==> config.mk <==
export PLATFORM = sky130hd
export DESIGN_NAME = bsg_nonsynth_dram_traffic_gen
export DESIGN_NICKNAME = d
export VERILOG_FILES = /design/src/rtl/bsg_nonsynth_dram_traffic_gen_pkg.sv /design/src/rtl/bsg_counter_up_down.sv /design/src/rtl/bsg_nonsynth_dram_traffic_gen.sv
export SDC_FILE = /design/constraint.sdc
export NUM_CORES = 1
export LEC_CHECK = 0
export ABC_CLOCK_PERIOD_IN_PS = 4900
export BUFFER_PORTS_ARGS = -buffer_cell sky130_fd_sc_hd__buf_4
export CAP_MARGIN = 20
export CELL_PAD_IN_SITES_DETAIL_PLACEMENT = 1
export CELL_PAD_IN_SITES_GLOBAL_PLACEMENT = 2
export CORE_ASPECT_RATIO = 1.1
export CORE_MARGIN = 4
export CORE_UTILIZATION = 28
export DETAILED_ROUTE_END_ITERATION = 6
export HOLD_SLACK_MARGIN = 0.12
export PLACE_DENSITY_LB_ADDON = 0.3
export SLEW_MARGIN = 20
export SYNTH_ARGS = -nofsm -noshare
export SYNTH_HDL_FRONTEND = slang
export SYNTH_SLANG_ARGS = --single-unit
==> constraint.sdc <==
create_clock -name clk_i -period 4.9 [get_ports clk_i]
set_clock_uncertainty 0.1 [all_clocks]
set_input_delay 0.735 -clock clk_i [delete_from_list [all_inputs] [get_ports clk_i]]
set_output_delay 0.735 -clock clk_i [all_outputs]
set_load 0.02 [all_outputs]
==> src/rtl/bsg_nonsynth_dram_traffic_gen_pkg.sv <==
// bsg_nonsynth_dram_traffic_gen_pkg: run states and the address-derived data pattern
package bsg_nonsynth_dram_traffic_gen_pkg;

    localparam int max_data_width_lp = 1024;

    typedef enum logic [2:0] {
        IDLE,
        WRITE,
        WDRAIN,
        READ,
        RDRAIN,
        DONE
    } state_e;

    // lane j carries addr + j; callers truncate to their own data width
    function automatic logic [max_data_width_lp-1:0] pattern(input logic [63:0] addr, input int data_width);
        logic [max_data_width_lp-1:0] res;
        res = '0;
        for (int j = 0; j < max_data_width_lp / 32; j++)
            if (j < data_width / 32)
                res[j*32 +: 32] = addr[31:0] + 32'(j);
        return res;
    endfunction

endpackage

==> src/rtl/bsg_counter_up_down.sv <==
// bsg_counter_up_down: up/down counter with synchronous clear; simultaneous up and down cancel
module bsg_counter_up_down #(
    parameter int max_val_p = 4,
    localparam int width_lp = $clog2(max_val_p + 1)
) (
    input  logic                clk_i,
    input  logic                reset_n_i,
    input  logic                clear_i,
    input  logic                up_i,
    input  logic                down_i,
    output logic [width_lp-1:0] count_o
);

    logic [width_lp-1:0] count_d, count_q;

    always_comb count_d = clear_i ? '0 : count_q + width_lp'(up_i) - width_lp'(down_i);

    always_ff @(posedge clk_i or negedge reset_n_i) begin
        if (!reset_n_i)
            count_q <= '0;
        else
            count_q <= count_d;
    end

    assign count_o = count_q;

endmodule

==> src/rtl/bsg_nonsynth_dram_traffic_gen.sv <==
// bsg_nonsynth_dram_traffic_gen: writes a pattern burst to one DRAM channel, then reads it back and checks it
module bsg_nonsynth_dram_traffic_gen
    import bsg_nonsynth_dram_traffic_gen_pkg::*;
#(
    parameter int          channel_addr_width_p = 16,
    parameter int          data_width_p         = 128,
    parameter int          num_reqs_p           = 8,
    parameter int unsigned start_addr_p         = 0,
    parameter int          max_outstanding_p    = 4,
    localparam int         mask_width_lp        = data_width_p >> 3
) (
    input  logic                            clk_i,
    input  logic                            reset_n_i,
    input  logic                            start_i,
    output logic                            v_o,
    output logic                            write_not_read_o,
    output logic [channel_addr_width_p-1:0] ch_addr_o,
    input  logic                            yumi_i,
    output logic                            data_v_o,
    output logic [data_width_p-1:0]         data_o,
    output logic [mask_width_lp-1:0]        mask_o,
    input  logic                            data_yumi_i,
    input  logic                            data_v_i,
    input  logic [data_width_p-1:0]         data_i,
    input  logic [channel_addr_width_p-1:0] read_done_ch_addr_i,
    input  logic                            write_done_i,
    output logic                            done_o,
    output logic                            error_o,
    output logic [31:0]                     error_count_o
);

    localparam int ow_lp = $clog2(max_outstanding_p + 1);
    localparam logic [channel_addr_width_p-1:0] step_lp  = channel_addr_width_p'(data_width_p / 8);
    localparam logic [channel_addr_width_p-1:0] start_lp = channel_addr_width_p'(start_addr_p);
    localparam logic [31:0] last_lp = 32'(num_reqs_p - 1);
    localparam logic [31:0] num_lp  = 32'(num_reqs_p);

    state_e                          state_d, state_q;
    logic [channel_addr_width_p-1:0] addr_d, addr_q;
    logic [31:0]                     req_cnt_d, req_cnt_q;
    logic [31:0]                     wdone_cnt_d, wdone_cnt_q;
    logic [31:0]                     err_cnt_d, err_cnt_q;
    logic                            err_d, err_q;
    logic [ow_lp-1:0]                outst;
    logic [data_width_p-1:0]         wr_pat, rd_pat;
    logic                            go, accept, last, rd_issue, rd_ret;
    logic                            mismatch, proto_w, proto_r, proto_d;
    logic [1:0]                      err_inc;
    logic [32:0]                     err_sum;

    assign wr_pat   = data_width_p'(pattern(64'(addr_q), data_width_p));
    assign rd_pat   = data_width_p'(pattern(64'(read_done_ch_addr_i), data_width_p));
    assign go       = start_i & (state_q == IDLE | state_q == DONE);
    assign accept   = v_o & yumi_i;
    assign last     = req_cnt_q == last_lp;
    assign rd_issue = accept & (state_q == READ);
    assign rd_ret   = data_v_i & (state_q == READ | state_q == RDRAIN) & (outst != '0);

    // responses are ignored in IDLE so traffic left over from an aborted run is harmless
    assign mismatch = rd_ret & (data_i != rd_pat);
    assign proto_w  = (state_q == WRITE) & (yumi_i != data_yumi_i);
    assign proto_r  = data_v_i & (state_q != IDLE) & ~rd_ret;
    assign proto_d  = write_done_i & (state_q != IDLE) & (wdone_cnt_q == num_lp);
    assign err_inc  = 2'(mismatch) + 2'(proto_w) + 2'(proto_r) + 2'(proto_d);
    assign err_sum  = 33'(err_cnt_q) + 33'(err_inc);

    always_comb begin
        state_d     = state_q;
        addr_d      = addr_q;
        req_cnt_d   = req_cnt_q;
        wdone_cnt_d = wdone_cnt_q + 32'(write_done_i & (state_q != IDLE) & ~proto_d);
        err_cnt_d   = err_sum[32] ? '1 : err_sum[31:0];
        err_d       = err_q | (err_inc != '0);
        if (accept & (state_q == WRITE | state_q == READ)) begin
            addr_d    = addr_q + step_lp;
            req_cnt_d = last ? '0 : req_cnt_q + 32'd1;
            if (last)
                state_d = (state_q == WRITE) ? WDRAIN : RDRAIN;
        end
        if (state_q == WDRAIN && wdone_cnt_q == num_lp) begin
            state_d = READ;
            addr_d  = start_lp;
        end
        if (state_q == RDRAIN && outst == '0)
            state_d = DONE;
        if (go) begin
            state_d     = WRITE;
            addr_d      = start_lp;
            req_cnt_d   = '0;
            wdone_cnt_d = '0;
            err_cnt_d   = '0;
            err_d       = 1'b0;
        end
    end

    always_ff @(posedge clk_i or negedge reset_n_i) begin
        if (!reset_n_i) begin
            state_q     <= IDLE;
            addr_q      <= start_lp;
            req_cnt_q   <= '0;
            wdone_cnt_q <= '0;
            err_cnt_q   <= '0;
            err_q       <= 1'b0;
        end else begin
            state_q     <= state_d;
            addr_q      <= addr_d;
            req_cnt_q   <= req_cnt_d;
            wdone_cnt_q <= wdone_cnt_d;
            err_cnt_q   <= err_cnt_d;
            err_q       <= err_d;
        end
    end

    bsg_counter_up_down #(.max_val_p(max_outstanding_p)) outst_cnt (
        .clk_i     (clk_i),
        .reset_n_i (reset_n_i),
        .clear_i   (go),
        .up_i      (rd_issue),
        .down_i    (rd_ret),
        .count_o   (outst)
    );

    assign v_o              = (state_q == WRITE) | (state_q == READ & outst < ow_lp'(max_outstanding_p));
    assign write_not_read_o = state_q == WRITE;
    assign data_v_o         = state_q == WRITE;
    assign data_o           = (state_q == WRITE) ? wr_pat : '0;
    assign mask_o           = '1;
    assign ch_addr_o        = addr_q;
    assign done_o           = state_q == DONE;
    assign error_o          = err_q;
    assign error_count_o    = err_cnt_q;

endmodule
==> results.tsv <==
metric	value	unit
status	finished, final reports clean	
cp_data_arrival_time	5.03	ns
ys_warn_count	0	
grt_setup_unrepaired	true	
yosysTopAreaCell	dfrtp_1	
worst_path_max_delay_cell	or4_4	
hold_violations	0	
cap_viol_max_count	0	
synth_edf_count	0	
cts_tree	built	
grt_max_degree	58	
fin_crit	4.85	ns
startpoint_type	input pin	
rows	68	
cts.clk_slew.worst_paths	0.06	ns
synth_seq_area_share	32.1	%
crit_cells	22	
endpoint	error_count_o[31]	
syn_inst	1069	
p_sw_share	40.6	%
synth-seq-cells	115	
worstSetupPathType	input pin to flop	
worstMarginPinSlew	0.786	ns
avgSynthCellArea	8.39	sq um
start_util	28.5	%
wl	30200	um
netlist_top_cells_area	dfrtp_1 32%, buf_4 10%, xor2_1 7.8%, xnor2_1 7.7%, nor2_1 3.9%	
utilization	39.4	%
finish.net_count	1531	
r2r_cells	17	
cp-end-kind	flop	
drc	0	
startpoint	read_done_ch_addr_i[2]	
multi_input_area	5640	sq um
crit_buf_inv	3	
cpMostUsedCell	ha_4	
postRouteAntennaNets	0	
num_io_pins	348	
root_buffer	clkbuf_16	
power.internal	2.51	mW
wl_per_cell	16.8	um
htree_levels	4	
grt_pass1_wl	47300	um
diodes	0	
via_count	8531	
antenna_found_initial	1	
clock_sinks	115	
finalCritPeriodShare	98.9	%
worstPathRequired	5.09	ns
die_height	196	um
layout_common_cells	340 x buf_4, 115 x dfrtp_1, 96 x conb_1, 90 x nor2_1, 80 x xor2_1	
critPathMaxStageDelay	0.56	ns
port_buffers	251	
p_clk_share	29.6	%
drtIter0Drc	319	
synth_ff_type	dfrtp_1	
clkLatencyLatePin	0.42	ns
cts_made_buffers	17	
clockBufferDepth	2	
critPathMaxFanout	5	
via_per_inst	4.75	
grt_pass1_vias	8854	
seqPwrFrac	29.6	%
synth.distinct_cells	67	
overflow	0	
grt_use_total	16.7	%
switching_power	1.71	mW
reg2reg_setup_slack	0.76	ns
final-max-slew-violation-count	0	
final_common_cell	buf_4	
r2r_start	state_q[1]	
powerDensity	340	nW/um^2
layout.area.seq	2880	sq um
worstPathCellList	buf_8, ha_4, nand4_1, or4_4, xnor2_1, nor2_1, o22ai_1, or4_4, o21ai_4, fa_1, inv_2, ha_4, xnor2_4, ha_4, a21o_1, and4_4, nand2_4, nor4_4, buf_4, nand4_1, xor2_1, a21oi_1	
syn_area	8970	sq um
timing.rr.end	error_count_o[31]	
fill_cells	3770	
relSlewSlack	47.1	%
report.final.setup_viol	0	
netlist.area_leader.share	32.1	%
syn_to_final_growth	38.3	%
dp_hpwl	24300	um
drive_gt1_share	32.7	%
async_flop_share	100	%
p_leak	5.82	nW
hold_buffers	0	
cpLargestDelayFamily	simple AND/OR/NAND/NOR gates	
pre_cts_slack	-0.673	ns
ir_drop	0.204	mV
die_w	179	um
achievable-frequency	206	MHz
gp_congestion	0.843	
dr.pass1.iters	4	
combPwrFrac	40.8	%
setup_ws	0.0525	ns
min_path_type	input pin to asynchronous set/reset pin	
coreArea	31500	sq um
dieArea	35000	sq um
[per-stage QoR]
stage / power [mW] / instance area (sq um) / std cells / TNS (ns) / hold WS (ns)
after floorplan: 2.41 / 9510 / 1163 / -1.33 / 0.339
after global placement: 2.92 / 11400 / 1751 / -16.60 / 0.403
after detailed placement: 2.94 / 11400 / 1751 / -20.61 / 0.410
after CTS: 4.24 / 12200 / 1789 / -0.107 / 0.310
after global routing: 4.52 / 12400 / 1797 / -0.662 / 0.333
final: 4.22 / 12400 / 1797 / 0 / 0.278
[worst register-to-register path: cells and delay by family (launching register included)]
kind	cells	cell delay, ns
buf+inv	2	0.20
flops	1	0.54
simple gates	6	1.45
xor+xnor	2	0.32
compound gates	4	0.43
fa+ha+maj	3	0.96
[final cells by class]
| type | instances | share of cell area (%) |
|---|---|---|
| multi-input cells | 863 | 45.4 |
| repair buffers | 353 | 22.0 |
| well taps | 420 | 4.23 |
| clock inverters | 15 | 1.28 |
| inverters | 14 | 0.444 |
| flip-flops and latches | 115 | 23.2 |
| clock buffers | 17 | 3.43 |
[routing by layer]
| layer | global-route usage, % | vias to the layer above | share of wire, % |
|---|---|---|---|
| met5 | 0 | - | 0.036 |
| met4 | 3.44 | 2 | 0.78 |
| met3 | 3.93 | 19 | 6.2 |
| met2 | 30.2 | 243 | 52 |
| met1 | 20.1 | 4129 | 41 |
| li1 | - | 4138 | - |
[power groups by stage]
stage	logic (mW)	registers [mW]	clock network [mW]
after global placement	1.66	1.26	0
after floorplan	1.16	1.25	0
after CTS	1.72	1.25	1.28
after detailed placement	1.68	1.26	0
final	1.72	1.25	1.25
after global routing	1.91	1.28	1.33
[flip-flops by register name, indices dropped and copies added (netlist names)]
name / cells
error_count_o: 32
req_cnt_q: 32
state_q: 3
error_o: 1
wdone_cnt_q: 32
ch_addr_o: 12
outst_cnt.count_o: 3
[cell usage after synthesis, drive strengths merged, types with 4 or more instances]
| master | n |
|---|---|
| a21oi | 43 |
| a22oi | 4 |
| a31oi | 10 |
| and2 | 12 |
| and3 | 50 |
| and4 | 11 |
| buf | 140 |
| clkbuf | 31 |
| dfrtp | 115 |
| ha | 13 |
| inv | 14 |
| nand2 | 73 |
| nand2b | 5 |
| nand3 | 55 |
| nand4 | 43 |
| nor2 | 94 |
| nor2b | 8 |
| nor3 | 20 |
| nor3b | 7 |
| nor4 | 47 |
| o21ai | 36 |
| o22ai | 4 |
| o31ai | 8 |
| or2 | 5 |
| or3 | 12 |
| or4 | 7 |
| xnor2 | 79 |
| xor2 | 80 |
[repair_timing]
| action | 4_1_cts | 5_1_grt |
|---|---|---|
| hold endpoints to repair | 0 | 0 |
| pin swaps | 14 | 18 |
| setup endpoints to repair | 32 | 32 |
| setup buffers | 6 | 8 |
| gates resized for setup | 30 | 29 |
[kinds of logic (layout without fill, tap and decap cells)]
| kind of cell | Yosys count | in the layout | share of synthesized area (%) |
|---|---|---|---|
| xor+xnor | 159 | 159 | 15.5 |
| mux | 3 | 3 | 0.335 |
| fa+ha+maj | 16 | 16 | 2.48 |
| buf+inv | 185 | 399 | 13.1 |
| compound gates | 131 | 131 | 8.99 |
| flops | 115 | 115 | 32.1 |
| simple gates | 458 | 458 | 27.4 |
| other cells | 2 | 96 | 0.0837 |
[worst min path at each step]
stage | from | endpoint | slack [ns] | cells after the start
after floorplan | reset_n_i | ch_addr_o[10] | 0.34 | 0
after global placement | req_cnt_q[29] | req_cnt_q[29] | 0.40 | 1
after detailed placement | req_cnt_q[29] | req_cnt_q[29] | 0.41 | 1
after CTS | reset_n_i | req_cnt_q[28] | 0.31 | 1
after global routing | reset_n_i | req_cnt_q[27] | 0.33 | 1
final | reset_n_i | req_cnt_q[27] | 0.28 | 1
Power figures use the tool's default switching activity.
